## src/rtl/sum_3_inv.sv

```systemverilog
// Inverse 3-tap moving sum: recovers x[n] = y[n] - x[n-1] - x[n-2] (mod 2^W), with a sticky range fault.
// Optional macro SUM3_INV_CNT_EN adds sample_cnt / fault_cnt status counters.
module sum_3_inv #(
  parameter int W      = 8,
  parameter int LIM_HI = 127,
  parameter int LIM_LO = -128
) (
  input  logic                clk,
  input  logic                rst_n,
  input  logic                clr,
  input  logic                en,
  input  logic signed [W-1:0] in,
  output logic signed [W-1:0] out,
  output logic                out_valid,
  output logic                fault
`ifdef SUM3_INV_CNT_EN
  ,
  output logic [15:0]         sample_cnt,
  output logic [7:0]          fault_cnt
`endif
);

  typedef enum logic {RUN, FAULT} state_t;

  state_t              state_q, state_d;
  logic signed [W-1:0] h1_q, h1_d;
  logic signed [W-1:0] h2_q, h2_d;
  logic signed [W-1:0] out_q, out_d;
  logic                out_valid_q, out_valid_d;
  logic signed [W-1:0] r;
  logic                in_range;

  // Wrapping subtraction in W bits is what makes recovery exact after encoder overflow.
  assign r        = in - h1_q - h2_q;
  assign in_range = (int'(r) >= LIM_LO) && (int'(r) <= LIM_HI);

  always_comb begin
    state_d     = state_q;
    h1_d        = h1_q;
    h2_d        = h2_q;
    out_d       = out_q;
    out_valid_d = 1'b0;
    if (clr) begin
      state_d = RUN;
      h1_d    = '0;
      h2_d    = '0;
      out_d   = '0;
    end else if (en && state_q == RUN) begin
      if (!in_range) begin
        // A bad sample means the history is already out of step; do not let it in.
        state_d = FAULT;
      end else begin
        out_d       = r;
        h1_d        = r;
        h2_d        = h1_q;
        out_valid_d = 1'b1;
      end
    end
  end

  // NOTE: state is updated with non-blocking assignments and only here, so every
  // flop samples the same pre-edge values computed in the always_comb above.
  always_ff @(posedge clk or negedge rst_n) begin
    if (!rst_n) begin
      state_q     <= RUN;
      h1_q        <= '0;
      h2_q        <= '0;
      out_q       <= '0;
      out_valid_q <= 1'b0;
    end else begin
      state_q     <= state_d;
      h1_q        <= h1_d;
      h2_q        <= h2_d;
      out_q       <= out_d;
      out_valid_q <= out_valid_d;
    end
  end

  assign out       = out_q;
  assign out_valid = out_valid_q;
  assign fault     = (state_q == FAULT);

`ifdef SUM3_INV_CNT_EN
  logic [15:0] sample_cnt_q, sample_cnt_d;
  logic [7:0]  fault_cnt_q, fault_cnt_d;

  always_comb begin
    sample_cnt_d = sample_cnt_q + 16'(out_valid_d);
    fault_cnt_d  = fault_cnt_q;
    if (state_q == RUN && state_d == FAULT && fault_cnt_q != 8'hFF)
      fault_cnt_d = fault_cnt_q + 8'd1;
  end

  // Counters survive clr so software can see activity across link resyncs.
  always_ff @(posedge clk or negedge rst_n) begin
    if (!rst_n) begin
      sample_cnt_q <= '0;
      fault_cnt_q  <= '0;
    end else begin
      sample_cnt_q <= sample_cnt_d;
      fault_cnt_q  <= fault_cnt_d;
    end
  end

  assign sample_cnt = sample_cnt_q;
  assign fault_cnt  = fault_cnt_q;
`endif

endmodule

```

## config.mk

```make
export PLATFORM = sky130hd
export DESIGN_NAME = sum_3_inv
export DESIGN_NICKNAME = d
export VERILOG_FILES = /design/src/rtl/sum_3_inv.sv
export SDC_FILE = /design/constraint.sdc
export NUM_CORES = 1
export LEC_CHECK = 0
export BUFFER_PORTS_ARGS = -buffer_cell sky130_fd_sc_hd__buf_2
export CORE_MARGIN = 1
export CORE_UTILIZATION = 55
export CTS_BUF_LIST = sky130_fd_sc_hd__clkbuf_8
export DETAILED_ROUTE_END_ITERATION = 6
export GPL_TIMING_DRIVEN = 0
export PLACE_DENSITY_LB_ADDON = 0.15
export SLEW_MARGIN = 20
export SYNTH_ARGS = -nofsm -noshare
export SYNTH_HDL_FRONTEND = slang
export SYNTH_SLANG_ARGS = --single-unit
```

## constraint.sdc

```tcl
create_clock -name clk -period 4.8 [get_ports clk]
set_clock_uncertainty 0.15 [all_clocks]
set_input_delay 0.48 -clock clk [delete_from_list [all_inputs] [get_ports clk]]
set_output_delay 0.48 -clock clk [all_outputs]
set_load 0.01 [all_outputs]
```

==> summary.txt <==
Power and ir drop
  • Total power: 0.632 mW
  • Static leakage: 0.668 nW
  • Peak VDD IR: 0.231 mV
  • PD cells: 444 nW/um^2

Place
  • Place WS: approximately 1.8 ns
  • GPL Wtd Cong: around 0.8
  • Placed Cells: around 180
  • I/O Buffers: 21
  • Placement-stage cell area: 1370 um^2
  • Hpwl dp: 1890 um

Drt
  • Antenna-violating nets left: 0
  • DRC: 0
  • Routed len/inst: 13.3 um
  • Total number of vias: 1030
  • Iter 0 DRT Violations: 22
  • Vias/cell: 5.48
  • Routed wire length: 2500 um
  • Drt pass-1 iters: 4

Floorplanning
  • Die Y: 49.3 um
  • I/O pins: 22
  • Row count: 16
  • Core area: between 2000 and 2500 um^2
  • Die area: 2430 um^2
  • Starting Density: 60.8%
  • Die width: 49.3 um

Timing
  • Slew Viols, Final: 0
  • Final setup fails: 0
  • Final cycle utilization of the critical path: 58.6%
  • Max-Slew Margin vs Limit: 65.9%
  • RSZ-0062 raised after global routing: false
  • Hold WS: -0.00211 ns
  • Final setup TNS: 0 ns
  • Tightest Pin Transition: about 0.5 ns
  • Tmin final: between 2 and 3 ns
  • Fmax: ~360 MHz
  • Final Hold Fails: 8
  • Fin worst setup slack: 1.98 ns

CTS
  • H-Tree Level Count: 1
  • Root Buffer: clkbuf_8
  • CTS buffer count: 3
  • Clock latency on the worst-skew pair: 0.25 ns
  • Post_cts resized: 0
  • Clk slew on worst S/H paths: 0.07 ns
  • Setup repair bufs after CTS: 0
  • Maximum clock path buffer count: 2
  • CTS tree: built
  • Clock sink total: 18
  • Hold buffers post-CTS: 0

Cells and area
  • Area Growth Syn to Fin: 15.8%
  • Layout Nets: 190
  • Share of layout cells above drive strength 1: 16.1%
  • N_diodes: 0
  • Final Cell Area: roughly 1400 um^2
  • Commonest non-fill, non-tap cells in the layout: 21 x nand2_1, 21 x buf_2, 19 x inv_1
  • Fin util: between 70% and 80%
  • Fin cells: between 150 and 200

Status
  • Failing checks: hold timing
  • Status: complete, but fails checks

GRT
  • Remaining Overflow, GRT: 0
  • Total GRT Usage: 24.0%
  • Largest net degree at the start of global routing: 19
  • Vias in the first global route: 973
  • First-pass GRT wire length: around 4300 um
  • Initial antenna violation count: 0

Synth
  • Mapped Cells: 136
  • Mapped Area: 1230 um^2
  • #FFs+latches synth: 18
  • Synth Area per Inst: 9.04 um^2
  • Top_reg_cell synth: dfrtp_1
  • Share of flip-flops with an asynchronous set or reset: 100%
  • Synth cell types: 31
  • EDFF count, synth: 0
  • Yosys warns: 0
  • Seq/Total Area, Yosys: between 30% and 40%
  • Syn_nets: 164

Worst setup path
  • Reg2Reg Setup Slack: 1.98 ns
  • WS Path Type: register to register
  • Critical Path Fanout Max: 6
  • Crit start category: register
  • CP required: 4.79 ns
  • Crit path DAT: 2.80 ns
  • Critical Path End Type: register

Run
  • Max-cap violations: 0

Worst hold path
  • HP Class: input port to async pin
[report_power, final]
part / internal [mW] / total, mW / switching, mW
Clock: 0.0729 / 0.125 / 0.0516
Sequential: 0.176 / 0.194 / 0.0177
Combinational: 0.141 / 0.313 / 0.172
Total: 0.390 / 0.632 / 0.241
[per-layer routing]
metal | up-vias | routed length [um] | GRT usage [%]
met1 | 497 | 1110 | 28.5
met5 | - | 0 | 0
met3 | 5 | 87 | 3.12
met4 | 0 | 51 | 11.8
met2 | 31 | 1250 | 42.2
li1 | 497 | - | -
[worst max-delay path, stage by stage, from the launching register on]
cell and delay [ns]:
dfrtp_1 0.39, inv_1 0.10, fa_1 0.43, ha_1 0.38, a21o_1 0.22, a31o_1 0.23, a2111o_1 0.39, o21ai_2 0.07
mux2_1 0.34
[synthesized netlist by cell type (2+ instances only)]
cell type / count / area (um^2)
o21a_1: 3 / 22.5
xnor2_1: 2 / 17.5
nor2b_1: 4 / 25.0
fa_1: 7 / 140
dfrtp_1: 18 / 450
nor2_1: 9 / 33.8
a21o_1: 2 / 15.0
clkbuf_1: 4 / 15.0
xor2_1: 2 / 17.5
a31oi_1: 2 / 12.5
o211ai_1: 2 / 15.0
nor3_1: 3 / 15.0
a21oi_1: 13 / 65.1
nand2_1: 21 / 78.8
inv_1: 19 / 71.3
a2111o_1: 2 / 22.5
ha_1: 9 / 113
[state kept, by name (all words and copies together) (netlist names)]
name       cells
fault          1
h2_q           8
out            8
out_valid      1
[cell type report]
class,count,area [um^2]
buffer,5,18.8
clock buffer,4,55.1
fill,175,598
inverter,19,71.3
multi-input combinational,94,689
sequential,18,450
tap,27,33.8
timing repair buffer,21,105
[cells by family after synthesis]
group / count (synthesis) / share of synthesized area [%]
AND/OR/NAND/NOR: 43 / 15.6
XOR/XNOR: 4 / 2.85
adder cells (fa/ha/maj): 16 / 20.5
multiplexers: 1 / 0.915
flip-flops: 18 / 36.6
AO/OA/AOI/OAI: 30 / 16.2
buffers and inverters: 24 / 7.32
[path summary, 6_finish.rpt]
path / start / cells past startpoint / to
worst min-delay path: rst_n / 1 / h2_q[2]
min in group clk: h2_q[2] / 2 / h2_q[2]
worst max register to register: out[4] / 8 / out[7]
worst min register to register: h2_q[2] / 2 / h2_q[2]
max in group asynchronous: rst_n / 1 / out[6]
worst max-delay path: out[4] / 8 / out[7]
Power figures use the tool's default switching activity.
